### src/rtl/intctl_pkg.sv
// Shared definitions for the interrupt controller: state encoding, vector stride
// and the handler-address helper.
package intctl_pkg;

  typedef enum logic [1:0] {
    IDLE    = 2'd0,
    ENTER   = 2'd1,
    SERVICE = 2'd2
  } intctl_state_e;

  localparam int VEC_STRIDE = 4;

  // Handler address wraps modulo 2^16 so a base near the top of memory folds to zero.
  function automatic logic [15:0] vec_addr(input logic [15:0] base, input logic [15:0] idx);
    return base + idx * 16'(VEC_STRIDE);
  endfunction

endpackage

### src/rtl/intctl_arb.sv
// Combinational winner selection among enabled requests.
// INTCTL_RR_EN selects round-robin (search upward from ptr+1); otherwise lowest index wins.
module intctl_arb
  import intctl_pkg::*;
#(
  parameter int NSRC = 4,
  parameter int IW   = $clog2(NSRC)
) (
  input  logic [NSRC-1:0] req,
  input  logic [IW-1:0]   ptr,
  output logic            valid,
  output logic [IW-1:0]   winner
);

  assign valid = |req;

`ifdef INTCTL_RR_EN
  logic          found;
  logic [IW-1:0] idx;

  // Rotate the search start to just past the last grant so every source gets a turn.
  always_comb begin
    winner = '0;
    found  = 1'b0;
    idx    = '0;
    for (int k = 1; k <= NSRC; k++) begin
      idx = IW'((int'(ptr) + k) % NSRC);
      if (!found && req[idx]) begin
        winner = idx;
        found  = 1'b1;
      end
    end
  end
`else
  logic unused_ptr;
  assign unused_ptr = ^ptr;

  always_comb begin
    winner = '0;
    for (int i = NSRC - 1; i >= 0; i--) begin
      if (req[i]) winner = IW'(i);
    end
  end
`endif

endmodule

### src/rtl/interrupt_ctl.sv
// Single-level interrupt controller: IDLE -> ENTER (one-clock take/ack) -> SERVICE until rti.
// Define INTCTL_RR_EN for round-robin arbitration; default is fixed lowest-index priority.
module interrupt_ctl
  import intctl_pkg::*;
#(
  parameter int          NSRC     = 4,
  parameter logic [15:0] VEC_BASE = 16'hFF00
) (
  input  logic            clk,
  input  logic            nclr,
  input  logic [NSRC-1:0] irq,
  input  logic            cycle,
  input  logic [15:0]     pc,
  input  logic            ei,
  input  logic            di,
  input  logic            rti,
  input  logic            mask_wr,
  input  logic [NSRC-1:0] mask_d,
  output logic            ienabled,
  output logic            istatus,
  output logic [15:0]     intRA,
  output logic            take,
  output logic [15:0]     vector,
  output logic [NSRC-1:0] ack
);

  localparam int IW = $clog2(NSRC);

  intctl_state_e   state, state_next;
  logic [NSRC-1:0] mask;
  logic [IW-1:0]   grant;
  logic [IW-1:0]   winner;
  logic            valid;
  logic            take_now;

`ifdef INTCTL_RR_EN
  logic [IW-1:0] rr_ptr;

  intctl_arb #(.NSRC(NSRC), .IW(IW)) u_arb (
    .req    (irq & mask),
    .ptr    (rr_ptr),
    .valid  (valid),
    .winner (winner)
  );
`else
  intctl_arb #(.NSRC(NSRC), .IW(IW)) u_arb (
    .req    (irq & mask),
    .ptr    ({IW{1'b0}}),
    .valid  (valid),
    .winner (winner)
  );
`endif

  // The old ienabled is used, so an ei on this boundary cannot trigger a take here.
  assign take_now = (state == IDLE) && cycle && ienabled && !di && valid;

  always_ff @(posedge clk) begin
    if (!nclr) state <= IDLE;
    else       state <= state_next;
  end

  always_comb begin
    state_next = state;
    unique case (state)
      IDLE:    if (take_now) state_next = ENTER;
      ENTER:   state_next = SERVICE;
      SERVICE: if (cycle && rti) state_next = IDLE;
      default: state_next = IDLE;
    endcase
  end

  always_comb begin
    istatus = (state != IDLE);
    take    = (state == ENTER);
    ack     = '0;
    if (state == ENTER) ack[grant] = 1'b1;
  end

  // Grant index and vector are captured at the boundary so later irq changes cannot disturb them.
  always_ff @(posedge clk) begin
    if (!nclr) begin
      ienabled <= 1'b0;
      mask     <= '1;
      intRA    <= '0;
      vector   <= VEC_BASE;
      grant    <= '0;
`ifdef INTCTL_RR_EN
      rr_ptr   <= IW'(NSRC - 1);
`endif
    end else begin
      if (cycle && di)      ienabled <= 1'b0;
      else if (cycle && ei) ienabled <= 1'b1;
      if (mask_wr) mask <= mask_d;
      if ((state == IDLE) && cycle && ienabled) intRA <= pc;
      if (take_now) begin
        grant  <= winner;
        vector <= vec_addr(VEC_BASE, 16'(winner));
`ifdef INTCTL_RR_EN
        rr_ptr <= winner;
`endif
      end
    end
  end

endmodule

### config.mk
export PLATFORM = sky130hd
export DESIGN_NAME = interrupt_ctl
export DESIGN_NICKNAME = d
export VERILOG_FILES = /design/src/rtl/intctl_pkg.sv /design/src/rtl/intctl_arb.sv /design/src/rtl/interrupt_ctl.sv
export SDC_FILE = /design/constraint.sdc
export NUM_CORES = 1
export LEC_CHECK = 0
export CAP_MARGIN = 25
export CORE_MARGIN = 10
export CORE_UTILIZATION = 40
export DETAILED_ROUTE_END_ITERATION = 12
export GPL_TIMING_DRIVEN = 0
export PLACE_DENSITY_LB_ADDON = 0.12
export SYNTH_ARGS = -nofsm -noshare
export SYNTH_HDL_FRONTEND = slang
export SYNTH_SLANG_ARGS = --single-unit
### constraint.sdc
create_clock -name clk -period 3.2 [get_ports clk]
set_input_delay 0.32 -clock clk [delete_from_list [all_inputs] [get_ports clk]]
set_output_delay 0.32 -clock clk [all_outputs]
set_load 0.03 [all_outputs]
# Yosys cells after proc, flatten, opt, wreduce, memory -nomap -nowiden
# Cells that the tools add are included.
# W data, S select, Z words.
# classes
n_addsub	1
bitwise	2
n_lt_le_gt_ge	2
n_reduce_logical	14
muxes	10
eq_ne	4
# op_table
operator	n
$mux W2	6
$add A9 B5 Y10 const A	1
$logic_and A1 B1 Y1	8
$pmux W2 S3	1
$and A4 B4 Y4	1
$mux W4	1
$ne A2 B2 Y1 const B	2
$reduce_or A4 Y1	1
$lt A2 B3 Y1 const B	1
$demux W1 S2	1
$eq A2 B1 Y1 const B	1
$eq A2 B2 Y1 const B	1
$ge A2 B1 Y1 const B	1
$logic_not A2 Y1	1
$reduce_and A2 Y1	1
$reduce_bool A2 Y1	1
$reduce_or A2 Y1	1
$logic_not A1 Y1	1
$mux W1	1
$not A1 Y1	1
# totals
ff_bits	41
out_inout_bits	39
wordCells	39
in_bits	31

# Longest topological paths before layout
# Gate-level depths: netlist of run 1.
# depth
ltp_word	7
depth_mapped	6
depth_no_buf	4

# By module
# A second synthesis of run 1 with hierarchy kept.
# unflattened
hier_cells	140
area_unflattened_um2	1178.6
# modules_own_cells
mod	cells_each	seq_area_each_um2	area_each_um2	instances
interrupt_ctl	133	500.5	1143.6	1
intctl_arb	7	0.0	35.0	1

# Least setup slack after synthesis of run 1
# No wires, ideal clock.
# synth_path
path_type	reg2out
start	register state[0]
end	output ack[0]
t_arrival_ns	1.799
path_buffers	0
t_required_ns	2.880
path_slack_ns	1.081
path_stages_with_launch	3
cell_sequence	dfxtp_1 nor2b_1 nor3b_1
# synth_via
elab_chain_cells	2
# synth_rtl
item	line_no	text
start, declared	interrupt_ctl.sv:29	intctl_state_e state, state_next;
start signal, assigned	interrupt_ctl.sv:59	else state <= state_next;
$eq A2 B1 Y1	--	
net take	interrupt_ctl.sv:22	output logic take,
$mux W4	interrupt_ctl.sv:76	if (state == ENTER) ack[grant] = 1'b1;
end, declared	interrupt_ctl.sv:24	output logic [NSRC-1:0] ack
# The timed path passes the listed nets, and every way through them passes these cells.

# Worst setup path after layout of run 1
# layout_path
start	register state[0]
end	output ack[0]
# layout_via
elab_chain_cells	2
# layout_rtl
item	line_no
$eq A2 B1 Y1	interrupt_ctl.sv:76
$mux W4	interrupt_ctl.sv:76
# Every way passes these cells.

==> results.txt, run 1 <==
----------------------------------------------------
[Status]
  Status ... finished clean

[Pwr]
  Static leakage power ... 0.000734 µW
  Cell-internal power ... 442 µW
  Total Power ... 611 µW
  Ratio of total power to cell area ... 327 mW/mm²
  Net Sw Power ... 169 µW
  Share of power burned in registers ... 53.5%
  Share of total power in combinational logic ... 23.5%
  Part of the power in the clock network ... 23.0%
  Worst vdd rail ir drop ... 0.178 mV
  Switching share of total power ... 27.7%

[Routing]
  Final wirelength ... 3220 µm
  Routed length per placed instance ... 13.8 µm
  Detailed-route via count ... 1050
  Per-cell via count in the routed design ... 4.49
  Drt first pass iters ... 5
  Count of unresolved DRC violations after routing ... 0
  Drt first-iter violations ... 28
  Post-route antenna net violation count ... 0

[Floorplan]
  Die span in y ... 75.1 µm
  Die area ... 0.00563 mm²
  Chip width ... 75.1 µm
  Std cell rows ... 19
  Core outline area ... 0.00283 mm²
  I/O pins ... 70
  Effective utilization at floorplan ... 42.9%

[Finish]
  Final net count ... 235
  Fraction of layout instances using a drive strength above 1 ... 21.7%
  Layout filler cell count ... 259
  Non-filler cells, final ... 234
  Antenna diode instance count ... 0
  Area grow syn2layout ... 54.0%

[CTS]
  Post-CTS sizing ... 0
  Cell at the root of the clock tree ... clkbuf_4
  Num Clock Sinks ... 25
  Clock Tree Buf Depth ... 2
  Setup bufs post-CTS ... 0
  Clock transition time at the flip-flop clock pins of the worst setup and hold paths ... 0.14 ns
  Clock insertion delay at the later pin of the skew report ... 0.32 ns
  Hold buffer count at CTS ... 0
  CTS tree ... yes
  H-tree levels ... 1
  TritonCTS Buffers ... 3

[STA]
  TNS Setup ... 0 ns
  Post-route clock skew ... 0.0154 ns
  Post-route worst hold slack ... 0.393 ns
  Final min period ... 2.33 ns
  Final-report max-slew violation count ... 0
  Worst setup margin ... 0.867 ns
  Part of the cycle the worst path needs ... 72.9%
  Max Clock Freq ... 429 MHz
  Hold Violations, Final ... 0
  Setup repair after global routing missed its margin ... false
  Finish-stage setup viols ... 0

[Synth]
  Number of synthesized flops with an enable pin ... 0
  Count of cell types in the netlist ... 29
  Synth Warn # ... 0
  Avg Cell Area, Syn ... 9.12 µm²
  Cell area after synthesis ... 0.00121 mm²
  Register area share after synthesis ... 41.3%
  Flop and latch count out of synthesis ... 25
  Synth Flop Type ... dfxtp_1
  Async SR Flop Fraction ... 0%
  Count of mapped cells out of synthesis ... 133

[Worst setup path]
  Slowest cell on the critical path ... clkdlybuf4s50_1
  Worst Path Max Fanout ... 6
  Capturing element type of the critical path ... output pin
  Cells traversed along the worst timing path ... nor2b_1, nor3b_1, clkdlybuf4s50_1
  Data arrival time at the worst-slack endpoint ... 2.01 ns
  Critical setup path kind ... flop to output pin
  CP peak stage delay ... 0.70 ns
  Depth of the worst register-to-register path ... 4
  CP Depth ... 3
  CP Buf/Inv Count ... 1
  Element type at the critical path start ... flop
  Cell family with the largest share of critical-path delay ... buffers and inverters
  Critical path data required time ... 2.88 ns
  Reg-to-reg setup timing slack ... 1.95 ns

[Flow run]
  Reported max-cap violation count ... 0

[Place]
  HPWL after detailed placement ... 2720 µm
  Number of placed cells counting well taps ... 230
  Post-Place Worst Slack ... 1.23 ns
  Count of buffers inserted at the top-level ports ... 54
  Weighted congestion at the end of routability-driven global placement ... 0.668

[Global routing]
  Initial antenna violation count ... 0
  GRT Total Usage ... 11.3%
  Total gr overflow ... 0
  Largest net degree at the start of global routing ... 16
  Vias in the first global route ... 1077
  Wire length of the first global-routing pass ... 5060 µm

[Min path]
  Number of cells traversed by the worst hold path ... 3
  Worst hold path type ... input port to flop

----------------------------------------------------
worst reg2reg max path, stage by stage, from the launching register on:
cell and delay (ns):
dfxtp_1 0.38, nor2_4 0.14, nand3_2 0.21, a211oi_2 0.26
mux2i_1 0.21
routing by layer:
metal	routed length [µm]	GRT usage, %	part of all wire (%)
met1	1260	12.0	39
met2	1510	19.0	47
met3	440	5.91	14
met4	12	3.15	0.37
met5	0	0	0
sequential cells by signal (all words and copies together), names as in the netlist:
name,flops
grant,2
intRA,16
mask,4
ienabled,1
state,2
cell usage after synthesis, types with 2 or more instances:
cell type | count | area [µm²]
a22oi_1 | 2 | 15.0
mux2i_1 | 5 | 50.1
nor2_1 | 2 | 7.51
buf_4 | 14 | 105
inv_1 | 2 | 7.51
a21boi_2 | 10 | 113
nand2_2 | 10 | 62.6
dfxtp_1 | 25 | 500
and3_1 | 3 | 18.8
conb_1 | 2 | 7.51
nand2_1 | 32 | 120
o21a_1 | 2 | 15.0
a21boi_1 | 6 | 45.0
clkbuf_1 | 3 | 11.3
power by group through the flow:
stage | sequential (µW) | combinational (µW) | clock (µW)
after global placement | 334 | 142 | 0
final | 327 | 144 | 140
after floorplan | 345 | 71.3 | 0
after CTS | 327 | 144 | 148
after detailed placement | 334 | 143 | 0
after global routing | 329 | 155 | 165
final cells by class:
cell class,instances,area (µm²),share of cell area [%]
tap,31,38.8,2.08
clock inverter,1,7.51,0.402
sequential,25,500,26.8
inverter,2,7.51,0.402
timing repair buffer,54,541,29.0
clock buffer,3,22.5,1.21
buffer,20,153,8.18
multi-input combinational,98,597,32.0
cells by family after synthesis:
logic type      synth area share (%)
buf+inv                         13.2
compound gates                  19.1
flops                           41.3
mux                             4.13
simple gates                    21.7
other cells                    0.619
cell usage in the layout (no fill, tap or decap), drive strengths merged, types with 2 or more instances in the layout:
cell type / synthesis / routed
clkdlybuf4s50: 0 / 54
nand2: 42 / 42
dfxtp: 25 / 25
buf: 17 / 17
a21boi: 16 / 16
conb: 2 / 14
clkbuf: 3 / 6
mux2i: 5 / 5
and3: 3 / 3
nor2: 3 / 3
inv: 2 / 2
o21a: 2 / 2
a22oi: 2 / 2
nand3: 2 / 2
a211oi: 2 / 2
path summary, 6_finish.rpt:
path,to,start
setup / recovery,ack[0],state[0]
hold / removal,mask[2],mask_wr
setup reg to reg,grant[0],state[0]
hold reg to reg,intRA[8],intRA[8]
per-stage QoR:
step / area [µm²] / util, %
CTS: 1870 / 66.0
detailed placement: 1840 / 64.9
floorplan: 1260 / -
finish: 1870 / 66.0
global placement: 1840 / 64.9
global route: 1870 / 66.0
(Power assumes the default switching activity.)
==> run 2, diff against run 1 <==
- CORE_UTILIZATION: 40 -> 37
- clock period: 3.2 -> 2.45 ns (I/O delays scaled with it)
==> results.txt, run 2 (same netlist as run 1, synthesis figures left out) <==
----------------------------------------------------
[Global routing]
  Global routing met3 resource utilization ... 5.01%
  Largest net degree at the start of global routing ... 14
  Layer with the highest usage after global routing ... met2
  Total gr overflow ... 0
  Vias in the first global route ... 1104
  GRT Total Usage ... 10.1%
  Initial antenna violation count ... 0
  Met2 Resource Use GR ... 15.6%
  Met1 track utilization from global routing ... 11.9%
  Wire length of the first global-routing pass ... 5170 µm

[Finish]
  Post-layout utilization of the core ... 60.6%
  Antenna diode instance count ... 0
  Final net count ... 235
  Non-filler cells, final ... 247
  Most common cell after layout, fill and taps aside ... clkdlybuf4s50_1
  Number of flip-flops under the largest register name ... 16
  Register with the most flip-flops ... intRA
  Area grow syn2layout ... 55.0%
  Top library cells by usage in the layout, fill and taps aside ... 54 x clkdlybuf4s50_1, 32 x nand2_1, 25 x dfxtp_1
  Post-route cell area ... 0.00188 mm²
  Top flop regs ... intRA (16), mask (4)
  Fraction of layout instances using a drive strength above 1 ... 21.2%

[CTS]
  Setup bufs post-CTS ... 0
  Clock transition time at the flip-flop clock pins of the worst setup and hold paths ... 0.13 ns
  Num Clock Sinks ... 25
  Hold buffer count at CTS ... 0
  TritonCTS Buffers ... 3
  Cell at the root of the clock tree ... clkbuf_4
  CTS tree ... yes
  Clock insertion delay at the later pin of the skew report ... 0.31 ns
  Clock Tree Buf Depth ... 2
  Post-CTS sizing ... 0
  H-tree levels ... 1

[STA]
  Finish-stage setup viols ... 0
  Post-route clock skew ... 0.00258 ns
  Hold Violations, Final ... 0
  TNS Setup ... 0 ns
  Final min period ... 2.26 ns
  Final-report max-slew violation count ... 0
  Post-route worst hold slack ... 0.307 ns
  Part of the cycle the worst path needs ... 92.1%
  Setup repair after global routing missed its margin ... false
  Max Clock Freq ... 443 MHz

[Routing]
  Drt first pass iters ... 4
  Routed length per placed instance ... 12.7 µm
  Final wirelength ... 3150 µm
  Count of unresolved DRC violations after routing ... 0
  Drt first-iter violations ... 50
  Detailed-route via count ... 1042
  Post-route antenna net violation count ... 0
  Per-cell via count in the routed design ... 4.22

[Worst setup path]
  Worst Path Max Fanout ... 6
  Reg-to-reg setup timing slack ... 1.20 ns
  Element type at the critical path start ... flop
  Capturing element type of the critical path ... output pin
  Worst reg2reg startpoint ... state[0]
  Beginning of the critical path ... state[0]
  Critical setup path kind ... flop to output pin
  Critical path data required time ... 2.20 ns
  End point of the critical path ... ack[0]
  Data arrival time at the worst-slack endpoint ... 2.01 ns
  Crit Reg-Reg Endpoint ... grant[1]
  Depth of the worst register-to-register path ... 4

[Flow run]
  Reported max-cap violation count ... 0

[Floorplan]
  Effective utilization at floorplan ... 39.1%
  Chip width ... 77.2 µm
  Std cell rows ... 20
  I/O pins ... 70
  Core outline area ... 0.00310 mm²
  Die area ... 0.00597 mm²
  Die span in y ... 77.2 µm

[Status]
  Status ... finished clean

[Pwr]
  Static leakage power ... 0.000735 µW
  Ratio of total power to cell area ... 423 mW/mm²
  Worst vdd rail ir drop ... 0.208 mV

[Min path]
  Worst hold path type ... input port to flop

[Place]
  Post-DP Area ... 0.00185 mm²
  Count of buffers inserted at the top-level ports ... 54
  Number of placed cells counting well taps ... 243
  HPWL after detailed placement ... 2590 µm
  Weighted congestion at the end of routability-driven global placement ... 0.684

----------------------------------------------------
-- run 2: cell types whose count changed in the layout (fill, tap and decap cells not counted), sizes merged --
cell	before	now
clkbuf	6	7
clkinvlp	1	0
-- run 2: worst min path at each step --
| stage | startpoint | endpoint | slack [ns] | cells after the start |
|---|---|---|---|---|
| after floorplan | pc[0] | intRA[0] | 0.37 | 2 |
| after global placement | intRA[5] | intRA[5] | 0.44 | 2 |
| after detailed placement | intRA[3] | intRA[3] | 0.45 | 2 |
| after CTS | mask_wr | mask[3] | 0.29 | 3 |
| after global routing | mask_wr | mask[3] | 0.30 | 3 |
| final | mask_wr | mask[3] | 0.31 | 3 |
-- run 2: power by group --
group          switching [µW]  internal [µW]  total, µW
Sequential               8.38            419        427
Clock                     117           63.5        181
Combinational            91.5           95.8        187
Total                     217            578        795
-- run 2: critical path, cell delays in order, from the launching register on --
cell and delay (ns):
dfxtp_1 0.41, nor2b_1 0.37, nor3b_1 0.22, clkdlybuf4s50_1 0.70
-- run 2: area by class of cell --
class / instances / area, µm²
Sequential cell: 25 / 500
Tap cell: 44 / 55.1
Multi-Input combinational cell: 98 / 597
Buffer: 20 / 153
Inverter: 2 / 7.51
Fill cell: 291 / 1220
Timing Repair Buffer: 54 / 541
Clock buffer: 4 / 26.3
-- run 2: stage by stage --
step | power (µW) | setup WS (ns)
after floorplan | 544 | 0.406
after global placement | 621 | 0.571
after detailed placement | 623 | 0.545
after CTS | 804 | 0.178
after global routing | 834 | 0.0436
final | 795 | 0.195
-- run 2: routing by layer --
| layer | share of wire [%] | routed length [µm] |
|---|---|---|
| met1 | 46 | 1440 |
| met2 | 42 | 1340 |
| met3 | 10 | 319 |
| met4 | 1.4 | 45 |
| met5 | 0 | 0 |
==> run 3, diff against run 2 <==
- CORE_MARGIN: 10 -> 3
==> results.txt, run 3 (same netlist as run 1, synthesis figures left out) <==
----------------------------------------------------
[CTS]
  Clock Tree Buf Depth ... 2
  Setup bufs post-CTS ... 0
  CTS tree ... yes
  Clock insertion delay at the later pin of the skew report ... 0.30 ns
  Clock transition time at the flip-flop clock pins of the worst setup and hold paths ... 0.13 ns
  Cell at the root of the clock tree ... clkbuf_4
  Num Clock Sinks ... 25
  Hold buffer count at CTS ... 0
  TritonCTS Buffers ... 3
  Post-CTS sizing ... 0
  H-tree levels ... 1

[STA]
  Finish-stage setup viols ... 0
  Final-report max-slew violation count ... 0
  Max Clock Freq ... 455 MHz
  Hold Violations, Final ... 0
  Part of the cycle the worst path needs ... 89.7%
  Post-route clock skew ... 0.000981 ns
  Setup repair after global routing missed its margin ... false
  Final min period ... 2.20 ns
  TNS Setup ... 0 ns

[Routing]
  Count of unresolved DRC violations after routing ... 0
  Drt first-iter violations ... 43
  Detailed-route via count ... 1044
  Drt first pass iters ... 4
  Final wirelength ... 2650 µm
  Per-cell via count in the routed design ... 4.23
  Routed length per placed instance ... 10.7 µm
  Post-route antenna net violation count ... 0

[Global routing]
  Wire length of the first global-routing pass ... 4340 µm
  GRT Total Usage ... 13.2%
  Total gr overflow ... 0
  Initial antenna violation count ... 0
  Largest net degree at the start of global routing ... 14
  Vias in the first global route ... 1000

[Finish]
  Top library cells by usage in the layout, fill and taps aside ... 54 x clkdlybuf4s50_1, 32 x nand2_1, 25 x dfxtp_1
  Antenna diode instance count ... 0
  Number of flip-flops under the largest register name ... 16
  Register with the most flip-flops ... intRA
  Most common cell after layout, fill and taps aside ... clkdlybuf4s50_1
  Multi-input gate area in the final layout ... 597 µm²
  Final net count ... 235
  Fraction of layout instances using a drive strength above 1 ... 21.2%
  Storage cell area ... 500 µm²
  Non-filler cells, final ... 247
  Area grow syn2layout ... 55.0%
  Layout filler cell count ... 289
  Top flop regs ... intRA (16), mask (4)

[Flow run]
  Reported max-cap violation count ... 0

[Floorplan]
  Chip width ... 63.2 µm
  Std cell rows ... 20
  Die span in y ... 63.2 µm
  I/O pins ... 70
  Effective utilization at floorplan ... 39.4%
  Die area ... 0.00400 mm²
  Core outline area ... 0.00308 mm²

[Worst setup path]
  Element type at the critical path start ... flop
  Worst Path Max Fanout ... 6
  Critical path data required time ... 2.20 ns
  Capturing element type of the critical path ... output pin
  Critical setup path kind ... flop to output pin
  CP peak stage delay ... 0.70 ns
  Slowest cell on the critical path ... clkdlybuf4s50_1
  Data arrival time at the worst-slack endpoint ... 1.95 ns
  Cells traversed along the worst timing path ... nor2b_1, nor3b_1, clkdlybuf4s50_1

[Pwr]
  Worst vdd rail ir drop ... 0.219 mV
  Static leakage power ... 0.000735 µW
  Ratio of total power to cell area ... 421 mW/mm²

[Place]
  Number of placed cells counting well taps ... 243
  Weighted congestion at the end of routability-driven global placement ... 0.653
  Count of buffers inserted at the top-level ports ... 54
  HPWL after detailed placement ... 2100 µm

[Status]
  Status ... finished clean

[Min path]
  Worst hold path type ... input port to flop

----------------------------------------------------
-- run 3: final cells by class --
class                   instances  area share (%)
multi-input cells              98            31.8
plain buffers                  20            8.12
flip-flops and latches         25            26.6
inverters                       2           0.399
clock buffers                   4            1.40
well taps                      44            2.93
repair buffers                 54            28.8
-- run 3: worst paths after layout --
path | startpoint | endpoint | slack, ns | depth (start not counted)
max reg2reg | state[0] | grant[0] | 1.19 | 4
min reg2reg | intRA[6] | intRA[6] | 0.46 | 2
min | mask_wr | mask[3] | 0.31 | 3
max | state[0] | ack[0] | 0.25 | 3
-- run 3: per-layer routing --
| metal | up-vias | part of all wire [%] | track usage [%] |
|---|---|---|---|
| li1 | 547 | - | - |
| met4 | 0 | 0.45 | 3.77 |
| met1 | 455 | 42 | 14.9 |
| met2 | 40 | 49 | 23.8 |
| met3 | 2 | 8.5 | 3.92 |
| met5 | - | 0 | 0 |
-- run 3: critical path, delay by kind of cell (launching register included) --
| family | cells | cell delay [ns] |
|---|---|---|
| flip-flops | 1 | 0.41 |
| AND/OR/NAND/NOR | 2 | 0.54 |
| buffers and inverters | 1 | 0.70 |
-- run 3: per-stage QoR --
step           util, %  power, µW  worst slack (ns)  hold WS [ns]  cell area, µm²
5_1_grt           61.1        822             0.116         0.334            1880
3_3_place_gp      60.2        620             0.613         0.441            1850
4_1_cts           61.1        803             0.232         0.306            1880
2_1_floorplan        -        544             0.406         0.372            1260
3_5_place_dp      60.2        622             0.628         0.445            1850
6_report          61.1        792             0.252         0.313            1880
-- run 3: report_power, final --
| part | switching [µW] | leakage (µW) | total [µW] | internal [µW] |
|---|---|---|---|---|
| Combinational | 90.5 | 0.000517 | 186 | 95.8 |
| Sequential | 8.24 | 0.000203 | 427 | 419 |
| Clock | 115 | 0.0000150 | 178 | 63.4 |
| Total | 213 | 0.000735 | 792 | 578 |
